$ cat config.mk
export PLATFORM = sky130hd
export DESIGN_NAME = mac_sequencer_flat
export DESIGN_NICKNAME = d
export VERILOG_FILES = /design/src/rtl/mac_sequencer_if.sv /design/src/rtl/mac_sequencer.sv /design/src/flat_wrapper.sv
export SDC_FILE = /design/constraint.sdc
export NUM_CORES = 1
export LEC_CHECK = 0
export ABC_AREA = 1
export CELL_PAD_IN_SITES_DETAIL_PLACEMENT = 1
export CELL_PAD_IN_SITES_GLOBAL_PLACEMENT = 1
export CORE_ASPECT_RATIO = 0.7
export CORE_MARGIN = 1.5
export CORE_UTILIZATION = 25
export DETAILED_ROUTE_END_ITERATION = 7
export MAX_ROUTING_LAYER = met4
export PLACE_DENSITY = 0.88
export SETUP_SLACK_MARGIN = 0.15
export SYNTH_ARGS = -nofsm -noshare
export SYNTH_HDL_FRONTEND = slang
export SYNTH_SLANG_ARGS = --single-unit
$ cat constraint.sdc
create_clock -name clk -period 1.5 [get_ports clk]
set_input_delay 0.3 -clock clk [delete_from_list [all_inputs] [get_ports clk]]
set_output_delay 0.3 -clock clk [all_outputs]
set_load 0.005 [all_outputs]
$ cat src/rtl/mac_sequencer_if.sv
// MAC engine handshake: operand beats out of the sequencer, accumulated result back.
interface mac_sequencer_if #(
    parameter int unsigned DataBitWidth = 32
);
    logic                    mac_valid;
    logic                    mac_first;
    logic                    mac_last;
    logic [DataBitWidth-1:0] mac_a;
    logic [DataBitWidth-1:0] mac_b;
    logic                    mac_res_valid;
    logic [DataBitWidth-1:0] mac_res;

    modport master (
        output mac_valid, mac_first, mac_last, mac_a, mac_b,
        input  mac_res_valid, mac_res
    );

    modport slave (
        input  mac_valid, mac_first, mac_last, mac_a, mac_b,
        output mac_res_valid, mac_res
    );
endinterface

$ cat src/rtl/mac_sequencer.sv
// Streams one 3x3 filter window through an external float MAC engine and
// stores each accumulated result into a linear result buffer, with a watchdog.
module mac_sequencer #(
    parameter int unsigned DataBitWidth     = 32,
    parameter int unsigned NumFilterCoeffs  = 9,
    parameter int unsigned ResultBufferSize = 24,
    parameter int unsigned MacEngineLatency = 5
) (
    input  logic                                  clk,
    input  logic                                  reset_n,
    input  logic                                  start,
    input  logic                                  clear,
    output logic                                  busy,
    output logic                                  done,
    output logic                                  err_timeout,
    output logic [$clog2(NumFilterCoeffs)-1:0]    pix_addr,
    output logic [$clog2(NumFilterCoeffs)-1:0]    coeff_addr,
    input  logic [DataBitWidth-1:0]               pix_data,
    input  logic [DataBitWidth-1:0]               coeff_data,
    mac_sequencer_if.master                       mac,
    output logic                                  res_we,
    output logic [$clog2(ResultBufferSize)-1:0]   res_waddr,
    output logic [DataBitWidth-1:0]               res_wdata,
    output logic [$clog2(ResultBufferSize+1)-1:0] res_count,
    output logic                                  res_full
);
    localparam int unsigned AddrW   = $clog2(NumFilterCoeffs);
    localparam int unsigned PtrW    = $clog2(ResultBufferSize);
    localparam int unsigned CntW    = $clog2(ResultBufferSize + 1);
    localparam int unsigned WdLimit = 4 * MacEngineLatency + NumFilterCoeffs;
    localparam int unsigned WdW     = $clog2(WdLimit);

    localparam logic [AddrW-1:0] LastK   = AddrW'(NumFilterCoeffs - 1);
    localparam logic [WdW-1:0]   WdFire  = WdW'(WdLimit - 1);
    localparam logic [CntW-1:0]  CntFull = CntW'(ResultBufferSize);

    typedef enum logic [1:0] {
        s_Idle,
        s_ReadInput,
        s_WaitForCalc,
        s_ReadResult
    } state_e;

    state_e                  state_q, state_d;
    logic [AddrW-1:0]        k_q, k_d;
    logic [PtrW-1:0]         wptr_q, wptr_d;
    logic [CntW-1:0]         count_q, count_d;
    logic [WdW-1:0]          wd_q, wd_d;
    logic [DataBitWidth-1:0] result_q, result_d;
    logic                    err_q, err_d;
    logic                    done_q, done_d;
    logic                    mac_valid_q, mac_first_q, mac_last_q;
    logic                    full;

    assign full = (count_q == CntFull);

    always_comb begin
        state_d  = state_q;
        k_d      = k_q;
        wptr_d   = wptr_q;
        count_d  = count_q;
        wd_d     = wd_q;
        result_d = result_q;
        err_d    = err_q;
        done_d   = 1'b0;

        unique case (state_q)
            s_Idle: begin
                // clear takes priority over start when both arrive together
                if (clear) begin
                    count_d = '0;
                    wptr_d  = '0;
                    err_d   = 1'b0;
                end else if (start && !full) begin
                    state_d = s_ReadInput;
                    k_d     = '0;
                end
            end
            s_ReadInput: begin
                k_d = k_q + 1'b1;
                if (k_q == LastK) begin
                    state_d = s_WaitForCalc;
                    wd_d    = '0;
                end
            end
            s_WaitForCalc: begin
                if (mac.mac_res_valid) begin
                    result_d = mac.mac_res;
                    state_d  = s_ReadResult;
                    done_d   = 1'b1;
                end else if (wd_q == WdFire) begin
                    err_d   = 1'b1;
                    done_d  = 1'b1;
                    state_d = s_Idle;
                end else begin
                    wd_d = wd_q + 1'b1;
                end
            end
            s_ReadResult: begin
                wptr_d  = wptr_q + 1'b1;
                count_d = count_q + 1'b1;
                state_d = s_Idle;
            end
            default: state_d = s_Idle;
        endcase
    end

    always_ff @(posedge clk or negedge reset_n) begin
        if (!reset_n) begin
            state_q     <= s_Idle;
            k_q         <= '0;
            wptr_q      <= '0;
            count_q     <= '0;
            wd_q        <= '0;
            result_q    <= '0;
            err_q       <= 1'b0;
            done_q      <= 1'b0;
            mac_valid_q <= 1'b0;
            mac_first_q <= 1'b0;
            mac_last_q  <= 1'b0;
        end else begin
            state_q     <= state_d;
            k_q         <= k_d;
            wptr_q      <= wptr_d;
            count_q     <= count_d;
            wd_q        <= wd_d;
            result_q    <= result_d;
            err_q       <= err_d;
            done_q      <= done_d;
            // Beat flags trail the address by one cycle to line up with memory data
            mac_valid_q <= (state_q == s_ReadInput);
            mac_first_q <= (state_q == s_ReadInput) && (k_q == '0);
            mac_last_q  <= (state_q == s_ReadInput) && (k_q == LastK);
        end
    end

    assign busy        = (state_q != s_Idle);
    assign done        = done_q;
    assign err_timeout = err_q;

    assign pix_addr   = (state_q == s_ReadInput) ? k_q : '0;
    assign coeff_addr = (state_q == s_ReadInput) ? k_q : '0;

    assign mac.mac_valid = mac_valid_q;
    assign mac.mac_first = mac_first_q;
    assign mac.mac_last  = mac_last_q;
    assign mac.mac_a     = pix_data;
    assign mac.mac_b     = coeff_data;

    assign res_we    = (state_q == s_ReadResult);
    assign res_waddr = wptr_q;
    assign res_wdata = (state_q == s_ReadResult) ? result_q : '0;
    assign res_count = count_q;
    assign res_full  = full;
endmodule

$ cat src/flat_wrapper.sv
// flat-port wrapper written by rule: the top's interface ports become plain ports
module mac_sequencer_flat 
#(
    parameter int unsigned DataBitWidth     = 32,
    parameter int unsigned NumFilterCoeffs  = 9,
    parameter int unsigned ResultBufferSize = 24,
    parameter int unsigned MacEngineLatency = 5
)
  (clk, reset_n, start, clear, busy, done, err_timeout, pix_addr, coeff_addr, pix_data, coeff_data, res_we, res_waddr, res_wdata, res_count, res_full, mac_mac_valid, mac_mac_first, mac_mac_last, mac_mac_a, mac_mac_b, mac_mac_res_valid, mac_mac_res);
  mac_sequencer_if #(.DataBitWidth(DataBitWidth)) mac_i ();
  input  logic clk;
  input  logic reset_n;
  input  logic start;
  input  logic clear;
  output logic busy;
  output logic done;
  output logic err_timeout;
  output logic [$clog2(NumFilterCoeffs)-1:0] pix_addr;
  output logic [$clog2(NumFilterCoeffs)-1:0] coeff_addr;
  input  logic [DataBitWidth-1:0] pix_data;
  input  logic [DataBitWidth-1:0] coeff_data;
  output logic res_we;
  output logic [$clog2(ResultBufferSize)-1:0] res_waddr;
  output logic [DataBitWidth-1:0] res_wdata;
  output logic [$clog2(ResultBufferSize+1)-1:0] res_count;
  output logic res_full;
  output wire logic [$bits(mac_i.mac_valid)-1:0] mac_mac_valid;
  output wire logic [$bits(mac_i.mac_first)-1:0] mac_mac_first;
  output wire logic [$bits(mac_i.mac_last)-1:0] mac_mac_last;
  output wire logic [$bits(mac_i.mac_a)-1:0] mac_mac_a;
  output wire logic [$bits(mac_i.mac_b)-1:0] mac_mac_b;
  input wire logic [$bits(mac_i.mac_res_valid)-1:0] mac_mac_res_valid;
  input wire logic [$bits(mac_i.mac_res)-1:0] mac_mac_res;
  assign mac_mac_valid = mac_i.mac_valid;
  assign mac_mac_first = mac_i.mac_first;
  assign mac_mac_last = mac_i.mac_last;
  assign mac_mac_a = mac_i.mac_a;
  assign mac_mac_b = mac_i.mac_b;
  assign mac_i.mac_res_valid = mac_mac_res_valid;
  assign mac_i.mac_res = mac_mac_res;
  mac_sequencer #(.DataBitWidth(DataBitWidth), .NumFilterCoeffs(NumFilterCoeffs), .ResultBufferSize(ResultBufferSize), .MacEngineLatency(MacEngineLatency)) u_core (.clk(clk), .reset_n(reset_n), .start(start), .clear(clear), .busy(busy), .done(done), .err_timeout(err_timeout), .pix_addr(pix_addr), .coeff_addr(coeff_addr), .pix_data(pix_data), .coeff_data(coeff_data), .mac(mac_i), .res_we(res_we), .res_waddr(res_waddr), .res_wdata(res_wdata), .res_count(res_count), .res_full(res_full));
endmodule
==> flow_summary_export.csv, run 1 <==
group,metric,value,unit
critical_path,worstSetupPathType,"reg -> out",
sta,fin_crit_sh,116.1,%
route,drt-pass1-iter-count,4,
yosys,synthDominantCellAreaShare,43.25,%
sta,setup_viol,92,
route,wl_per_cell,18.33,um
floorplanning,ioPinCount,223,
power,finalPower,0.01008,W
sta,maxSlewViolCount,0,
critical_path,regToRegStartpoint,"u_core.state_q[0]",
power,peakVddDrop,0.0006908,V
clocking,clock-root-buffer,"clkbuf_16",
route,route.vias.total,3025,
status,violations,"negative setup slack",
sta,hold_viol_final,0,
critical_path,cp_cell_sequence,"buf_6, nor2_4, buf_6, clkinv_8, nor2_4, buf_2",
critical_path,worstPathArrival,1.44,ns
layout,design_area,0.005821,mm^2
sta,final.setup_skew,0.003305,ns
critical_path,critPathMaxStageDelay,0.41,ns
sta,worst_slew_pin_slew,0.5573,ns
job,cap_violations,0,
layout,drive_above_1_share,53.70,%
yosys,synth_area,0.003356,mm^2
sta,relSlewSlack,62.73,%
floorplanning,die_h,99.94,um
yosys,synth.avg_cell_area,8.306,um^2
route,highest_layer,"met4",
clocking,cts_tree,"done",
power,p_leak,2.788,nW
critical_path,cp_slowest_cell,"dfrtp_1",
sta,fin_ws,-0.2409,ns
layout,area_delta_synth_final,73.45,%
power,power.density,1731,mW/mm^2
yosys,yosysTopAreaCell,"dfrtp_1",
floorplanning,die_width,141.5,um
sta,fin_setup_tns,-9.631,ns
placement,gp_congestion,0.7529,
yosys,synth_edf_count,0,
clocking,path_clk_slew,0.05,ns
yosys,synthDistinctLibCells,26,
route,viasPerCell,4.449,
placement,place_area,0.004130,mm^2
layout,nets,617,
min_path,hold_depth,2,
clocking,clock_path_buffers,2,
placement,dp_hpwl,6.380,mm
clocking,htreeDepth,3,
critical_path,endpoint_kind,"primary output",
global_route,antenna_found_initial,0,
critical_path,worstReg2RegEnd,"u_core.wd_q[2]",
yosys,synth_seq_cells,58,
critical_path,cp.required,1.20,ns
route,routed_wl,12.46,mm
global_route,gr-total-overflow,0,
critical_path,crit_buf_inv,4,
floorplanning,coreArea,0.01314,mm^2
global_route,grt_usage,17.43,%
yosys,yosys_warnings,0,
min_path,hold_class,"reg -> reg",
global_route,grt_pass1_wl,18.20,mm
yosys,synth-seq-area-share,43.25,%
clocking,cts_buffers,9,
yosys,synth_area_leaders,"dfrtp_1 43%, buf_4 15%, nor2_1 8.9%",
floorplanning,die-area,0.01414,mm^2
sta,rsz0062_at_grt,"yes",
yosys,async_flop_share,100.0,%
clocking,cts_sinks,58,
critical_path,cpLargestDelayFamily,"buffers and inverters",
route,met3_wirelength,791,um
min_path,worstHoldStart,"u_core.result_q[25]",
floorplanning,initial_core_util,25.54,%
sta,finalCriticalPeriod,1.741,ns
clocking,clk_latency,0.32,ns
route,drc,0,
sta,fmax,574.4,MHz
critical_path,reg2regPathDepth,11,
critical_path,startpoint_type,"flop",
placement,dp_slack,-0.1831,ns
route,drtIter0Drc,105,
critical_path,crit_fanout,4,
yosys,synthCells,404,
route,detail-route-antenna-nets,0,
floorplanning,rows,35,
route,wl_met1,4.967,mm
route,wl_met2,6.639,mm
layout,num_antenna_cells,0,
placement,port_buffers,94,
global_route,grt_max_degree,59,
global_route,first_global_vias,3366,
yosys,synth-main-ff-cell,"dfrtp_1",
min_path,min_to,"u_core.result_q[25]",
critical_path,rrSetupSlack,-0.19,ns
status,status,"complete, but fails checks",
yosys,syn-num-nets,512,
[cells in the final DEF (no fill, tap or decap), types with 6 or more instances in the layout]
cell	synthesis	layout
inv_1	54	46
dfrtp_1	58	58
buf_2	5	44
clkdlybuf4s50_1	0	35
inv_2	1	7
ha_1	7	6
a21oi_2	29	24
o21ai_2	0	7
nand3_1	11	7
o21ai_0	23	6
buf_16	0	11
buf_12	0	9
dlygate4sd2_1	0	10
o21ai_1	0	9
nor2_4	1	60
buf_4	68	28
nand2_1	38	27
a21oi_4	0	7
nand2_8	0	6
nor2_1	80	17
buf_6	4	32
clkbuf_16	0	10
[final cells by class]
class / count / area [um^2]
Clock buffer: 10 / 239.0
Tap cell: 166 / 207.7
Sequential cell: 58 / 1451
Clock inverter: 6 / 80.08
Timing Repair Buffer: 172 / 1762
Fill cell: 1437 / 7317
Multi-Input combinational cell: 211 / 1834
Inverter: 57 / 246.5
[cell usage after synthesis (4+ instances only)]
library cell	number
a21oi_1	6
a21oi_2	29
buf_2	5
buf_4	68
buf_6	4
dfrtp_1	58
ha_1	7
inv_1	54
nand2_1	38
nand3_1	11
nor2_1	80
o21ai_0	23
[sequential cells by signal, summed over array words and instances (netlist names)]
name                  cells
u_core.wd_q               5
u_core.done               1
u_core.res_count          5
u_core.mac.mac_valid      1
u_core.result_q          32
u_core.err_timeout        1
u_core.mac.mac_first      1
u_core.state_q            2
u_core.mac.mac_last       1
u_core.k_q                4
u_core.res_waddr          5
[worst register-to-register path, cell delays in order, from the launching register on]
cell	delay [ns]
dfrtp_1	0.42
buf_6	0.15
inv_4	0.06
nor2_4	0.04
buf_6	0.12
buf_4	0.13
buf_6	0.11
buf_6	0.13
o21ai_4	0.21
nor2_4	0.09
nand2_1	0.07
nand2_1	0.05
[worst max path at each step]
stage	from	endpoint	slack (ns)	cells past startpoint
floorplan	u_core.state_q[1]	pix_addr[0]	0.18	4
global placement	u_core.state_q[0]	coeff_addr[0]	-0.14	5
detailed placement	u_core.state_q[1]	res_wdata[16]	-0.18	4
CTS	u_core.state_q[0]	coeff_addr[1]	-0.19	7
global route	u_core.state_q[0]	pix_addr[2]	-0.29	7
finish	u_core.state_q[1]	pix_addr[2]	-0.24	6
[power by group]
group | switching [W] | leakage (nW) | internal [W]
combinational | 0.00287 | 1.93 | 0.00260
clock | 0.000709 | 0.162 | 0.00149
sequential | 0.000266 | 0.692 | 0.00214
total | 0.00384 | 2.79 | 0.00623
[metrics by stage]
step	cells	hold WS (ns)	util, %
final	680	0.5207	44.30
after global routing	680	0.5694	44.30
after CTS	669	0.5233	41.34
after detailed placement	609	0.3391	31.44
after global placement	609	0.3283	31.44
after floorplan	404	0.004409	-
[per-layer routing]
metal,vias up,GRT usage [%]
met4,0,4.282
met1,1504,19.33
met3,4,6.679
met5,-,-
met2,117,29.79
li1,1400,-
[cell families (layout without fill, tap and decap cells)]
logic type | Yosys count | after routing | synth area share (%)
compound gates | 61 | 61 | 12.53
xor+xnor | 4 | 4 | 1.044
fa+ha+maj | 7 | 7 | 2.610
buf+inv | 136 | 245 | 23.90
flops | 58 | 58 | 43.25
simple gates | 138 | 139 | 16.67
[what timing repair did]
action | CTS | global route
setup buffers | 32 | 10
setup endpoints to repair | 111 | 100
pin swaps | 31 | 26
hold buffers | 1 | 0
endpoints found under the hold margin | 50 | 0
gates resized for setup | 385 | 69
gates cloned | 11 | 1
Power figures use the tool's default switching activity.
==> run 2, diff against run 1 <==
- SKIP_LAST_GASP: not set -> 1
==> run 2 against run 1 <==
Against the previous run:
- sequential share of layout area increased by 0.12 points
- combinational power decreased by 2%
- the run still ends with negative setup slack left
- wire length decreased by 2.7%
- setup slack improved by 0.052 ns
- critical path depth unchanged
- clock skew about the same
- largest power group unchanged
- highest routed layer unchanged
- critical endpoint is now pix_addr[0]
==> flow_summary_export.csv, run 2 (synthesized netlist as in run 1, its figures left out) <==
group,metric,value,unit
status,status,"complete, but fails checks",
status,violations,"negative setup slack",
sta,maxSlewViolCount,0,
floorplanning,initial_core_util,25.54,%
layout,fin_util,44.09,%
power,swShare,37.85,%
sta,fmax,592.2,MHz
global_route,busiest_layer,"met2",
route,drc,0,
floorplanning,coreArea,0.01314,mm^2
sta,finalCriticalPeriod,1.688,ns
placement,gp_congestion,0.7529,
floorplanning,ioPinCount,223,
critical_path,cp.required,1.20,ns
min_path,hold_class,"reg -> reg",
clocking,cts_buffers,9,
critical_path,crit_fanout,4,
global_route,grtUsageMet3,6.870,%
sta,rsz0062_at_grt,"yes",
clocking,clock-root-buffer,"clkbuf_16",
floorplanning,die_width,141.5,um
clocking,path_clk_slew,0.05,ns
route,route.vias.total,3024,
global_route,grt_pass1_wl,17.96,mm
sta,relSlewSlack,62.26,%
global_route,grt_usage,17.18,%
clocking,cts_sinks,58,
critical_path,worstSetupPathType,"reg -> out",
route,wl_per_cell,17.85,um
power,power.density,1721,mW/mm^2
layout,area_delta_synth_final,72.59,%
layout,drive_above_1_share,53.41,%
route,drt-pass1-iter-count,4,
layout,largest_reg_flops,32,
layout,layoutNonFillerInstCount,679,
power,switchingPower,0.003774,W
placement,dp_hpwl,6.380,mm
clocking,htreeDepth,3,
critical_path,endpoint_kind,"primary output",
layout,layout.cells.most_common_list,"59 x nor2_4, 58 x dfrtp_1, 47 x inv_1, 46 x buf_2, 34 x clkdlybuf4s50_1",
critical_path,worstPathArrival,1.39,ns
clocking,clock_path_buffers,2,
global_route,grt_max_degree,59,
layout,num_antenna_cells,0,
route,drtIter0Drc,77,
sta,setup_viol,91,
power,p_leak,2.794,nW
layout,nets,616,
global_route,grtUsageMet2,29.26,%
placement,placed_cells,609,
sta,worst_slew_pin_slew,0.5652,ns
layout,final_common_cell,"nor2_4",
sta,hold_viol_final,0,
layout,largest_register,"u_core.result_q",
job,cap_violations,0,
placement,port_buffers,94,
power,p_seq_share,24.2,%
power,clkPwrFrac,22.0,%
route,detail-route-antenna-nets,0,
power,comb_power_share,53.8,%
power,finalPower,0.009969,W
floorplanning,die-area,0.01414,mm^2
floorplanning,rows,35,
critical_path,startpoint_type,"flop",
clocking,clk_latency,0.32,ns
route,viasPerCell,4.454,
sta,fin_setup_tns,-8.918,ns
sta,fin_ws,-0.1885,ns
sta,fin_hold_ws,0.5187,ns
global_route,grt_use_met1,18.80,%
global_route,first_global_vias,3374,
power,peakVddDrop,0.0008052,V
floorplanning,die_h,99.94,um
power,p_int,0.006196,W
global_route,gr-total-overflow,0,
clocking,cts_tree,"done",
route,routed_wl,12.12,mm
sta,final.setup_skew,0.002815,ns
sta,fin_crit_sh,112.6,%
global_route,antenna_found_initial,0,
## run 2: per-stage QoR
step                      instance area [um^2]  setup slack, ns
final                                     5792          -0.1885
after detailed placement                  4130          -0.1831
after global placement                    4130          -0.1424
after global routing                      5792          -0.2521
after CTS                                 5439          -0.1888
after floorplan                           3357           0.1765
## run 2: cell type report
cell class / instances / area [um^2]
Fill cell: 1438 / 7346
Multi-Input combinational cell: 211 / 1829
Timing Repair Buffer: 171 / 1738
Sequential cell: 58 / 1451
Inverter: 57 / 246.5
Clock buffer: 10 / 239.0
Tap cell: 166 / 207.7
Clock inverter: 6 / 80.08
## run 2: critical path, stage by stage, from the launching register on
cell and delay [ns]:
dfrtp_1 0.42, buf_6 0.15, nor2_4 0.11, buf_6 0.13, clkinv_8 0.06, nor2_4 0.08, buf_2 0.12
## run 2: path summary, 6_finish.rpt
kind	startpoint	end	slack (ns)	cells after the start
setup / recovery	u_core.state_q[1]	pix_addr[0]	-0.19	6
hold / removal	u_core.result_q[25]	u_core.result_q[25]	0.52	2
setup reg to reg	u_core.state_q[0]	u_core.wd_q[2]	-0.17	12
hold reg to reg	u_core.result_q[25]	u_core.result_q[25]	0.52	2
max in group asynchronous	reset_n	u_core.res_waddr[2]	0.69	3
min in group asynchronous	reset_n	u_core.result_q[25]	0.55	3
## run 2: power by group through the flow
stage                     combinational, W  clock, W  sequential, W
after floorplan                    0.00172         0        0.00239
after global placement             0.00292         0        0.00238
after detailed placement           0.00308         0        0.00243
after CTS                          0.00467   0.00224        0.00239
after global routing               0.00578   0.00232        0.00247
final                              0.00536   0.00219        0.00241
## run 2: repair_timing
action	in CTS	in global routing
hold buffers	1	0
gates cloned	11	1
pin swaps	31	34
setup buffers	32	9
endpoints found under the hold margin	50	0
setup endpoints to repair	111	101
gates resized for setup	382	69
## run 2: metal layers
metal	up-vias	share of wire, %
li1	1396	-
met1	1494	39
met2	118	53
met3	16	7.1
met4	0	1.3
met5	-	0
